--- src/rtl/spatz_cache_arb_pkg.sv ---
// Shared types and helpers for the Spatz cache-side bank-aware arbiter.
// Provides width helpers, a reference round-robin search and the default payload type.
package spatz_cache_arb_pkg;

   localparam int unsigned MaxInp = 32;

   // Default payload; any DATA_T override must also carry an `addr` field.
   typedef struct packed {
      logic [15:0] addr;
      logic [15:0] data;
   } req_t;

   // Source of the candidate mask fed to the round-robin picker.
   typedef enum logic [1:0] {
      SRC_LOCK,
      SRC_STARVED,
      SRC_BANK,
      SRC_RR
   } cand_src_e;

   function automatic int unsigned idx_width(input int unsigned n);
      return (n > 1) ? $clog2(n) : 1;
   endfunction

   function automatic int unsigned wait_width(input int unsigned max_wait);
      return (max_wait > 0) ? $clog2(max_wait + 1) : 1;
   endfunction

   // First set bit of mask[n-1:0] found from `start` upward with wrap-around; 0 if none.
   function automatic int unsigned rr_first(input logic [MaxInp-1:0] mask,
                                            input int unsigned       start,
                                            input int unsigned       n);
      int unsigned j;
      rr_first = 0;
      for (int unsigned k = 0; k < n; k++) begin
         j = start + (n - 1 - k);
         if (j >= n) j = j - n;
         if (mask[j]) rr_first = j;
      end
   endfunction

endpackage

--- src/rtl/spatz_cache_rr_pick.sv ---
// Combinational round-robin picker: rotate the mask to start, count trailing zeros,
// then rotate the resulting offset back into a port index.
module spatz_cache_rr_pick
   import spatz_cache_arb_pkg::*;
#(
   parameter int unsigned NumInp = 4,
   localparam int unsigned IdxW  = idx_width(NumInp)
) (
   input  logic [NumInp-1:0] mask,
   input  logic [IdxW-1:0]   start,
   output logic [IdxW-1:0]   idx,
   output logic              empty
);

   logic [NumInp-1:0] rot;
   logic [IdxW-1:0]   cnt;

   always_comb begin
      rot = '0;
      for (int unsigned i = 0; i < NumInp; i++) begin
         int unsigned j;
         j = i + int'(start);
         if (j >= NumInp) j = j - NumInp;
         rot[i] = mask[j];
      end
   end

   // Descending scan so the lowest set offset is the one that sticks.
   always_comb begin
      cnt = '0;
      for (int unsigned i = NumInp; i > 0; i--) begin
         if (rot[i-1]) cnt = IdxW'(i - 1);
      end
   end

   always_comb begin
      int unsigned s;
      s = int'(start) + int'(cnt);
      if (s >= NumInp) s = s - NumInp;
      idx = IdxW'(s);
   end

   assign empty = ~|mask;

endmodule

--- src/rtl/spatz_cache_bank_arb.sv ---
// N-to-1 bank-aware arbiter: prefers a bank different from the last accept, bounds
// starvation with per-port wait counters and holds the grant while downstream stalls.
module spatz_cache_bank_arb
   import spatz_cache_arb_pkg::*;
#(
   parameter type          DATA_T   = req_t,
   parameter int unsigned  NumInp   = 4,
   parameter int unsigned  Offset   = 0,
   parameter int unsigned  BankBits = 1,
   parameter int unsigned  MaxWait  = 7,
   localparam int unsigned IdxW     = idx_width(NumInp),
   localparam int unsigned WaitW    = wait_width(MaxWait)
) (
   input  logic              clk_i,
   input  logic              rst_i,
   input  DATA_T             inp_data_i [NumInp],
   input  logic [NumInp-1:0] inp_valid_i,
   output logic [NumInp-1:0] inp_ready_o,
   output DATA_T             oup_data_o,
   output logic              oup_valid_o,
   input  logic              oup_ready_i,
   output logic [IdxW-1:0]   oup_idx_o
);

   logic [IdxW-1:0]     rr_q;
   logic [BankBits-1:0] bank_q;
   logic                bank_vld_q;
   logic                lock_q;
   logic [IdxW-1:0]     lock_idx_q;
   logic [WaitW-1:0]    wait_q [NumInp];

   logic [BankBits-1:0] bank [NumInp];
   logic [NumInp-1:0]   starved;
   logic [NumInp-1:0]   preferred;
   logic [NumInp-1:0]   cand;
   cand_src_e           src;
   logic [IdxW-1:0]     start;
   logic [IdxW-1:0]     pick_idx;
   logic                pick_empty;
   logic [IdxW-1:0]     sel;
   logic                hs;
   logic                stall;

   always_comb begin
      for (int unsigned i = 0; i < NumInp; i++) begin
         bank[i]      = inp_data_i[i].addr[Offset +: BankBits];
         starved[i]   = (MaxWait > 0) && inp_valid_i[i] && (wait_q[i] == WaitW'(MaxWait));
         preferred[i] = bank_vld_q && inp_valid_i[i] && (bank[i] != bank_q);
      end
   end

   always_comb begin
      src  = SRC_RR;
      cand = inp_valid_i;
      if (lock_q) begin
         src = SRC_LOCK;
      end else if (|starved) begin
         src  = SRC_STARVED;
         cand = starved;
      end else if (|preferred) begin
         src  = SRC_BANK;
         cand = preferred;
      end
   end

   assign start = (rr_q == IdxW'(NumInp - 1)) ? '0 : rr_q + 1'b1;

   spatz_cache_rr_pick #(
      .NumInp (NumInp)
   ) i_rr_pick (
      .mask  (cand),
      .start (start),
      .idx   (pick_idx),
      .empty (pick_empty)
   );

   always_comb begin
      case (src)
         SRC_LOCK: sel = lock_idx_q;
         default:  sel = pick_empty ? '0 : pick_idx;
      endcase
   end

   always_comb begin
      inp_ready_o      = '0;
      inp_ready_o[sel] = oup_ready_i & inp_valid_i[sel];
   end

   assign oup_valid_o = inp_valid_i[sel];
   assign oup_data_o  = inp_data_i[sel];
   assign oup_idx_o   = sel;
   assign hs          = oup_valid_o & oup_ready_i;

   // An already-locked grant stays locked if its valid drops while stalled,
   // so an upstream protocol violation never migrates the grant to another port.
   assign stall = (oup_valid_o | lock_q) & ~oup_ready_i;

   always_ff @(posedge clk_i) begin
      if (rst_i) begin
         rr_q       <= IdxW'(NumInp - 1);
         bank_q     <= '0;
         bank_vld_q <= 1'b0;
         lock_q     <= 1'b0;
         lock_idx_q <= '0;
         for (int unsigned i = 0; i < NumInp; i++) wait_q[i] <= '0;
      end else begin
         bank_vld_q <= hs;
         lock_q     <= stall;
         if (stall) lock_idx_q <= sel;
         if (hs) begin
            rr_q   <= sel;
            bank_q <= bank[sel];
            for (int unsigned i = 0; i < NumInp; i++) begin
               if (IdxW'(i) == sel) begin
                  wait_q[i] <= '0;
               end else if (inp_valid_i[i] && (wait_q[i] != WaitW'(MaxWait))) begin
                  wait_q[i] <= wait_q[i] + 1'b1;
               end
            end
         end
      end
   end

endmodule
--- config.mk ---
export PLATFORM = sky130hd
export DESIGN_NAME = spatz_cache_bank_arb
export DESIGN_NICKNAME = d
export VERILOG_FILES = /design/src/rtl/spatz_cache_arb_pkg.sv /design/src/rtl/spatz_cache_rr_pick.sv /design/src/rtl/spatz_cache_bank_arb.sv
export SDC_FILE = /design/constraint.sdc
export NUM_CORES = 1
export LEC_CHECK = 0
export ABC_CLOCK_PERIOD_IN_PS = 7300
export CORE_MARGIN = 2
export CORE_UTILIZATION = 40
export CTS_CLUSTER_DIAMETER = 120
export DETAILED_ROUTE_END_ITERATION = 7
export GPL_TIMING_DRIVEN = 0
export PLACE_DENSITY = 0.88
export RECOVER_POWER = 50
export SYNTH_ARGS = -nofsm -noshare
export SYNTH_HDL_FRONTEND = slang
export SYNTH_SLANG_ARGS = --single-unit
--- constraint.sdc ---
create_clock -name clk_i -period 7.3 [get_ports clk_i]
set_input_delay 0.73 -clock clk_i [delete_from_list [all_inputs] [get_ports clk_i]]
set_output_delay 0.73 -clock clk_i [all_outputs]
set_load 0.01 [all_outputs]
==> impl_metrics.json, run 1 <==
{
  "hold_viol_final": 0,
  "startpoint_type": "input port",
  "syn_inst": 321,
  "crit_start": "inp_valid_i[0]",
  "yosys.area_share.xor_xnor_pct": 1.638,
  "grt_pass1_wl_um": 15770,
  "syn-num-nets": 466,
  "root_buffer": "clkbuf_8",
  "drtAntennaViolNets": 0,
  "maxCapViolCount": 0,
  "nNetsFinal": 644,
  "postCtsHoldBufs": 0,
  "insertion_delay_ns": 0.27,
  "tightestPinTransition_ns": 0.7826,
  "gp_congestion": 0.9498,
  "grt_start_max_net_pins": 12,
  "antenna_found_initial": 0,
  "regToRegSetupSlack_ns": 2.28,
  "syn2layout_area_growth_pct": 69.26,
  "viasPerCell": 5.529,
  "yosys.area_share.simple_pct": 18.76,
  "finalCritPeriodShare_pct": 91.14,
  "cpPeakStageDelay_ns": 0.71,
  "yosys.cell_types.count": 60,
  "critical-path-top-delay-family": "compound AO/OA/AOI/OAI gates",
  "crit_path_end_kind": "output pin",
  "syn-cell-area_um2": 2674,
  "slowest_stage": "o31ai_1",
  "grt_usage_pct": 26.89,
  "synth.largest_area_cell": "edfxtp_1",
  "drc": 0,
  "dpl.cell_count": 571,
  "hold_ws_ns": 0.5003,
  "reg2reg_depth": 16,
  "postCtsSetupBuffers": 0,
  "fp.dieH_um": 85.76,
  "htreeDepth": 1,
  "yosys-top-cells-count": "nor2_1, a21oi_1, mux2i_1",
  "post_drt_wl_per_cell_um": 17.61,
  "vias": 3179,
  "required_ns": 6.57,
  "overflow": 0,
  "crit_path_end": "oup_data_o[23]",
  "clock-sinks": 19,
  "hp-start": "lock_idx_q[0]",
  "diodes": 0,
  "synth-seq-cells": 19,
  "max_freq_ghz": 0.1503,
  "synth_warnings": 0,
  "rows": 29,
  "timing.rr.end": "wait_q[0][1]",
  "slew_headroom_pct": 47.38,
  "synth_compound_area_share_pct": 23.12,
  "final_cells": 575,
  "numCtsBuffers": 3,
  "die_w_um": 85.76,
  "drv_slew": 0,
  "async_flop_share_pct": 0,
  "avgSynthCellArea_um2": 8.330,
  "drt-total-wl_um": 10120,
  "drtIter0Drc": 190,
  "synthAdderAreaFrac_pct": 4.679,
  "synth_area_leaders": "edfxtp_1, mux2_2, mux2i_1, a21oi_1, nor2_1",
  "path_clk_slew_ns": 0.08,
  "path_max_fanout": 10,
  "hpwl_um": 8444,
  "first_pass_iters": 7,
  "num-fill-cells": 501,
  "critical_path_class": "in -> out",
  "port-buffer-count": 173,
  "hold_path.class": "reg -> reg",
  "synth_top_area_share_pct": 13.48,
  "rsz0062_at_grt": "false",
  "crit_buf_inv": 5,
  "core-area_um2": 6422,
  "p_leak_nw": 1.771,
  "path_cells": "clkdlybuf4s50_1 > a22oi_1 > a2111oi_4 > a221oi_1 > o31ai_1 > nand2_1 > a211oi_1 > a41oi_1 > o21ai_0 > ha_1 > xnor2_1 > nand2_1 > or3_4 > nand3_2 > buf_4 > buf_6 > buf_6 > mux2i_1 > a21oi_1 > clkdlybuf4s50_1",
  "synthMostInstantiatedCell": "nor2_1",
  "status": "complete, no violations",
  "vdd_drop_max_mv": 0.3710,
  "cts_tree": "built",
  "final_util_pct": 70.47,
  "min_period_ns": 6.653,
  "ys.flop_type": "edfxtp_1",
  "cts_buffer_depth": 2,
  "setup_tns_ns": 0,
  "grt_pass1_vias": 3235,
  "synth_top_family_by_area": "multiplexers",
  "regToRegStartpoint": "wait_q[1][0]",
  "initial_core_util_pct": 41.63,
  "die_area_um2": 7355,
  "arrival_ns": 5.92,
  "io_pins": 174,
  "finalSetupViolations": 0,
  "synth_edf_count": 12,
  "synth-seq-area-share_pct": 18.72,
  "p_per_area_nw_per_um2": 540.8,
  "drive_gt1_share_pct": 11.65,
  "post_cts_resized": 0,
  "cp_num_cells": 20,
  "synth.area.mux_share_pct": 25.41,
  "skew_ns": 0.003328
}
[worst min path at each step]
stage                                to  slack, ns  cells after the start
final                     lock_idx_q[0]       0.50                      2
after global routing      lock_idx_q[0]       0.52                      2
after CTS                 lock_idx_q[0]       0.50                      2
after detailed placement  lock_idx_q[0]       0.49                      2
after global placement    lock_idx_q[0]       0.46                      2
after floorplan           lock_idx_q[0]       0.45                      2
[power breakdown]
group	total, mW	switching, mW	internal (mW)
sequential	0.185	0.0204	0.164
clock	0.0776	0.0394	0.0382
combinational	2.19	1.10	1.09
[registers in the layout, summed over array words and instances (netlist names)]
signal / count
wait_q: 12
lock_idx_q: 2
rr_q: 2
bank_q: 1
bank_vld_q: 1
lock_q: 1
[worst reg2reg max path: cells and delay by family, from the launching register on]
| family | cells | cell delay [ns] |
|---|---|---|
| AOI/OAI and AO/OA | 7 | 2.35 |
| xor gates and xnor gates | 1 | 0.14 |
| adders and majority gates | 3 | 0.69 |
| and+or+nand+nor | 5 | 1.17 |
| DFF | 1 | 0.40 |
[stage by stage]
step,power (mW),setup WS [ns],cell area [um2]
after floorplan,1.487,2.727,2674
after global placement,2.340,1.099,4502
after detailed placement,2.369,0.9750,4502
after CTS,2.462,0.9546,4548
after global routing,2.606,0.3289,4526
final,2.448,0.6471,4526
[placed cells by master (no fill, tap or decap), drive strengths merged, types with 3 or more instances in the layout]
master / count
a22oi: 4
o211ai: 3
nand2: 14
a311o: 3
mux2i: 33
ha: 10
a21oi: 34
nand4: 3
mux2: 31
clkdlybuf4s50: 170
nor3b: 4
nor2: 42
nor3: 10
a211oi: 5
clkbuf: 14
edfxtp: 12
inv: 17
and3: 5
o21ai: 5
a221oi: 3
dlygate4sd3: 3
xnor2: 4
o31ai: 6
nor4: 3
dfxtp: 7
nand3: 5
buf: 11
[per-layer routing]
layer  wire (um)  GRT usage (%)
met5           0              0
met4         242          8.658
met3         760          5.390
met2        5282          51.07
met1        3837          29.71
[cell families (layout without fill, tap and decap cells)]
family / count (synthesis) / in the layout
xor+xnor: 5 / 5
simple gates: 100 / 100
fa+ha+maj: 10 / 10
compound gates: 83 / 83
mux: 64 / 64
buf+inv: 40 / 217
flops: 19 / 19
[area by class of cell]
type / count / area, um2 / area share, %
flip-flops and latches: 19 / 500.5 / 11.06
multi-input cells: 262 / 1946 / 42.99
inverters: 18 / 67.56 / 1.493
plain buffers: 22 / 137.6 / 3.041
well taps: 77 / 96.34 / 2.129
clock buffers: 3 / 41.29 / 0.9124
repair buffers: 173 / 1732 / 38.26
clock inverters: 1 / 5.005 / 0.1106
No activity file was read; power rests on OpenSTA's default activity.
==> run 2: changes to the inputs <==
CORE_ASPECT_RATIO = 2   (was not set)
PLACE_DENSITY = 0.89   (was 0.88)
==> impl_metrics.json, run 2 (same netlist as run 1, synthesis figures left out) <==
{
  "path_clk_slew_ns": 0.05,
  "min_period_ns": 6.775,
  "p_per_area_nw_per_um2": 551.2,
  "cts_buffer_depth": 2,
  "first_pass_iters": 4,
  "critical-path-top-delay-family": "compound AO/OA/AOI/OAI gates",
  "die_w_um": 61.81,
  "hold_path.class": "reg -> reg",
  "drive_gt1_share_pct": 11.45,
  "crit_path_end_kind": "output pin",
  "post_cts_resized": 0,
  "drtIter0Drc": 193,
  "core-area_um2": 6569,
  "syn2layout_area_growth_pct": 70.61,
  "p_leak_nw": 1.779,
  "vias": 3299,
  "gp_congestion": 0.9638,
  "viasPerCell": 5.630,
  "fp.dieH_um": 119.6,
  "path_cells": "dlygate4sd3_1 > a22oi_1 > a2111oi_4 > a221oi_1 > o31ai_1 > a211oi_1 > a41oi_1 > o21ai_0 > ha_1 > xnor2_1 > nand2_1 > or3_1 > nand3_2 > buf_4 > buf_6 > buf_6 > mux2i_1 > a21oi_1 > clkdlybuf4s50_1",
  "p_int_mw": 1.307,
  "root_buffer": "clkbuf_16",
  "drc": 0,
  "die_area_um2": 7394,
  "required_ns": 6.57,
  "grt_usage_pct": 31.32,
  "port-buffer-count": 173,
  "critical_path_class": "in -> out",
  "pwr-share-seq_pct": 7.3,
  "met1_usage_pct": 30.48,
  "setup_tns_ns": 0,
  "switching_share_pct": 48.01,
  "post_drt_wl_per_cell_um": 19.28,
  "drv_slew": 0,
  "startpoint_type": "input port",
  "skew_ns": 0.002046,
  "overflow": 0,
  "finalSetupViolations": 0,
  "grt_pass1_wl_um": 17320,
  "grt_most_used_layer": "met2",
  "drt-total-wl_um": 11300,
  "slew_headroom_pct": 52.87,
  "clock-sinks": 19,
  "clkPwrFrac_pct": 4.6,
  "nNetsFinal": 644,
  "hold_viol_final": 0,
  "vdd_drop_max_mv": 0.4534,
  "htreeDepth": 1,
  "insertion_delay_ns": 0.25,
  "crit_buf_inv": 5,
  "slowest_stage": "dlygate4sd3_1",
  "hpwl_um": 9486,
  "power_frac_comb_pct": 88.1,
  "io_pins": 174,
  "max_freq_ghz": 0.1476,
  "gr-usage-met2_pct": 55.66,
  "drtAntennaViolNets": 0,
  "power.switching_mw": 1.207,
  "crit_top_cell": "buf_6",
  "finalCritPeriodShare_pct": 92.81,
  "arrival_ns": 6.04,
  "postCtsSetupBuffers": 0,
  "final_cell_mix": "clkdlybuf4s50_1, nor2_1, a21oi_1",
  "num-fill-cells": 528,
  "use_met3_pct": 10.13,
  "cpPeakStageDelay_ns": 0.72,
  "grt_start_max_net_pins": 12,
  "power_mw": 2.514,
  "final_common_cell": "clkdlybuf4s50_1",
  "tightestPinTransition_ns": 0.7069,
  "initial_core_util_pct": 40.70,
  "maxCapViolCount": 0,
  "antenna_found_initial": 0,
  "cts_tree": "built",
  "grt_pass1_vias": 3496,
  "regMostFlops": "wait_q",
  "hold_ws_ns": 0.4812,
  "rows": 42,
  "reg_top3": "wait_q x12, lock_idx_q x2, rr_q x2",
  "status": "complete, no violations",
  "rsz0062_at_grt": "false",
  "diodes": 0,
  "postCtsHoldBufs": 0,
  "largest_reg_flops": 12,
  "path_max_fanout": 10,
  "numCtsBuffers": 3
}
run 2: cell count changes in the layout (fill, tap and decap cells not counted), sizes merged:
| cell | before | now |
|---|---|---|
| dlygate4sd3 | 3 | 4 |
| buf | 11 | 10 |
| clkbuf | 14 | 15 |
| clkdlybuf4s50 | 170 | 169 |
run 2: path summary, 6_finish.rpt:
kind                        from        endpoint  slack (ns)  cells past startpoint
setup / recovery  inp_valid_i[0]  oup_data_o[24]        0.53                     19
hold / removal     lock_idx_q[0]   lock_idx_q[0]        0.48                      2
setup reg to reg    wait_q[3][0]    wait_q[0][0]        2.06                     18
hold reg to reg    lock_idx_q[0]   lock_idx_q[0]        0.48                      2
run 2: area by class of cell:
class | instances | area [um2] | area share, %
inverters | 18 | 67.56 | 1.481
well taps | 88 | 110.1 | 2.414
multi-input cells | 262 | 1942 | 42.57
flip-flops and latches | 19 | 500.5 | 10.97
clock buffers | 3 | 75.07 | 1.646
clock inverters | 1 | 5.005 | 0.1097
plain buffers | 22 | 130.1 | 2.852
repair buffers | 173 | 1732 | 37.96
run 2: through the flow:
stage	setup slack, ns	instance area [um2]	cells	util, %
after floorplan	2.727	2674	321	-
after global placement	0.8492	4516	582	68.74
after detailed placement	0.7867	4516	582	68.74
after CTS	0.7598	4596	586	69.96
after global routing	0.2672	4562	586	69.45
final	0.5250	4562	586	69.45
run 2: routing by layer:
layer  up-vias  wire, um
met5         -         0
met4         0       539
met3        39      1115
met2       187      5958
met1      1513      3687
li1       1560         -
run 2: power by group through the flow:
| stage | Combinational, mW | Sequential, mW | Clock (mW) |
|---|---|---|---|
| 2_1_floorplan | 1.31 | 0.180 | 0 |
| 3_3_place_gp | 2.19 | 0.183 | 0 |
| 3_5_place_dp | 2.22 | 0.186 | 0 |
| 4_1_cts | 2.23 | 0.184 | 0.115 |
| 5_1_grt | 2.37 | 0.189 | 0.120 |
| 6_report | 2.22 | 0.184 | 0.115 |
run 2: worst min-delay path: cells and delay by family, from the launching register on:
family                 cells  cell delay (ns)
buffers and inverters      1             0.05
AO/OA/AOI/OAI              1             0.06
flip-flops                 1             0.32
==> run 3: changes to the inputs <==
ABC_CLOCK_PERIOD_IN_PS = 8070   (was 7300)
clock period = 8.07 ns   (was 7.3 ns; I/O delays follow)
==> impl_metrics.json, run 3 (same netlist as run 1, synthesis figures left out) <==
{
  "cp_num_cells": 20,
  "viasPerCell": 5.679,
  "path_cells": "dlygate4sd3_1 > a22oi_1 > a2111oi_0 > a221oi_1 > o31ai_1 > nand2_1 > a211oi_1 > a41oi_1 > o21ai_0 > ha_1 > xnor2_1 > nand2_1 > or3_4 > nand3_2 > buf_4 > buf_6 > buf_6 > mux2i_1 > a21oi_1 > clkdlybuf4s50_1",
  "initial_core_util_pct": 40.70,
  "regToRegStartpoint": "wait_q[3][0]",
  "status": "complete, no violations",
  "reg2reg_depth": 17,
  "cts_tree": "built",
  "rsz0062_at_grt": "false",
  "path_max_fanout": 10,
  "tightestPinTransition_ns": 0.8085,
  "p_per_area_nw_per_um2": 500.0,
  "final_cell_mix": "clkdlybuf4s50_1, nor2_1, a21oi_1",
  "clkPwrFrac_pct": 4.6,
  "clock-sinks": 19,
  "crit_path_end_kind": "output pin",
  "required_ns": 7.26,
  "die_area_um2": 7394,
  "critical-path-top-delay-family": "compound AO/OA/AOI/OAI gates",
  "post_drt_wl_per_cell_um": 19.31,
  "power_mw": 2.272,
  "drt-total-wl_um": 11320,
  "first_pass_iters": 6,
  "fp.dieH_um": 119.6,
  "path_clk_slew_ns": 0.05,
  "grt_pass1_wl_um": 17320,
  "postCtsSetupBuffers": 0,
  "drtAntennaViolNets": 0,
  "maxCapViolCount": 0,
  "regMostFlops": "wait_q",
  "grt_usage_pct": 31.32,
  "switching_share_pct": 48.01,
  "hpwl_um": 9486,
  "startpoint_type": "input port",
  "rows": 42,
  "pwr-share-seq_pct": 7.3,
  "htreeDepth": 1,
  "crit_path_end": "oup_data_o[24]",
  "nNetsFinal": 644,
  "slowest_stage": "o31ai_1",
  "drtIter0Drc": 172,
  "p_leak_nw": 1.780,
  "stdcell_area_um2": 4543,
  "grt_pass1_vias": 3496,
  "cts_buffer_depth": 2,
  "finalSetupViolations": 0,
  "insertion_delay_ns": 0.25,
  "overflow": 0,
  "drv_slew": 0,
  "drive_gt1_share_pct": 11.04,
  "setup_tns_ns": 0,
  "finalCritPeriodShare_pct": 89.62,
  "die_w_um": 61.81,
  "hold_viol_final": 0,
  "hold_ws_ns": 0.4820,
  "place_area_um2": 4516,
  "drc": 0,
  "cpPeakStageDelay_ns": 0.74,
  "reg_top3": "wait_q x12, lock_idx_q x2, rr_q x2",
  "regToRegSetupSlack_ns": 2.77,
  "postCtsHoldBufs": 0,
  "post_cts_resized": 0,
  "min_period_ns": 7.232,
  "num-fill-cells": 529,
  "crit_start": "inp_valid_i[0]",
  "power.switching_mw": 1.091,
  "diodes": 0,
  "power_frac_comb_pct": 88.1,
  "syn2layout_area_growth_pct": 69.91,
  "skew_ns": 0.001459,
  "critical_path_class": "in -> out",
  "p_int_mw": 1.181,
  "arrival_ns": 6.43,
  "grt_start_max_net_pins": 12,
  "gp_congestion": 0.9638,
  "max_freq_ghz": 0.1383,
  "largest_reg_flops": 12,
  "root_buffer": "clkbuf_16",
  "crit_buf_inv": 5,
  "vdd_drop_max_mv": 0.4115,
  "timing.rr.end": "wait_q[0][0]",
  "numCtsBuffers": 3,
  "io_pins": 174,
  "vias": 3328,
  "hold_path.class": "reg -> reg",
  "port-buffer-count": 173,
  "final_common_cell": "clkdlybuf4s50_1",
  "slew_headroom_pct": 45.64,
  "core-area_um2": 6569,
  "antenna_found_initial": 0
}
run 3: cell types whose count changed in the layout (fill, tap and decap cells not counted):
cell	change
a2111oi_0	+1
o31ai_2	-1
or3_4	+1
a2111oi_4	-1
o31ai_1	+1
dlygate4sd3_1	+1
clkdlybuf4s50_1	-1
inv_1	+1
inv_2	-1
or3_1	-1
run 3: stage by stage:
| stage | instances | util (%) | setup WS, ns |
|---|---|---|---|
| after floorplan | 321 | - | 3.393 |
| after global placement | 582 | 68.74 | 1.465 |
| after detailed placement | 582 | 68.74 | 1.403 |
| after CTS | 586 | 69.96 | 1.376 |
| after global routing | 586 | 69.16 | 0.6255 |
| final | 586 | 69.16 | 0.8380 |
run 3: power by group through the flow:
stage	Clock [mW]	Combinational (mW)	Sequential [mW]
after floorplan	0	1.18	0.163
after global placement	0	1.98	0.165
after detailed placement	0	2.01	0.168
after CTS	0.104	2.02	0.166
after global routing	0.109	2.14	0.171
final	0.104	2.00	0.167
run 3: area by class of cell:
class | instances | area, um2 | share of cell area (%)
timing repair buffer | 173 | 1732 | 38.12
inverter | 18 | 67.56 | 1.487
clock inverter | 1 | 5.005 | 0.1102
clock buffer | 3 | 75.07 | 1.652
tap | 88 | 110.1 | 2.424
sequential | 19 | 500.5 | 11.02
multi-input combinational | 262 | 1923 | 42.33
buffer | 22 | 130.1 | 2.864
run 3: how the worst min path moves through the flow:
stage                        startpoint             to  slack [ns]  depth (start not counted)
after floorplan           lock_idx_q[0]  lock_idx_q[0]        0.45                          2
after global placement    lock_idx_q[0]  lock_idx_q[0]        0.46                          2
after detailed placement  lock_idx_q[0]  lock_idx_q[0]        0.47                          2
after CTS                 lock_idx_q[0]  lock_idx_q[0]        0.48                          2
after global routing      lock_idx_q[0]  lock_idx_q[0]        0.51                          2
final                     lock_idx_q[0]  lock_idx_q[0]        0.48                          2
run 3: tightest hold or removal path, cell delays in order (launching register included):
cell and delay [ns]:
dfxtp_1 0.32, inv_1 0.05, a211oi_1 0.06
run 3: per-layer routing:
metal / global-route usage (%) / part of all wire (%) / up-vias
met5: 0 / 0 / -
met4: 14.89 / 4.8 / 0
met3: 10.13 / 11 / 43
met2: 55.66 / 52 / 204
met1: 30.48 / 32 / 1522
li1: - / - / 1559
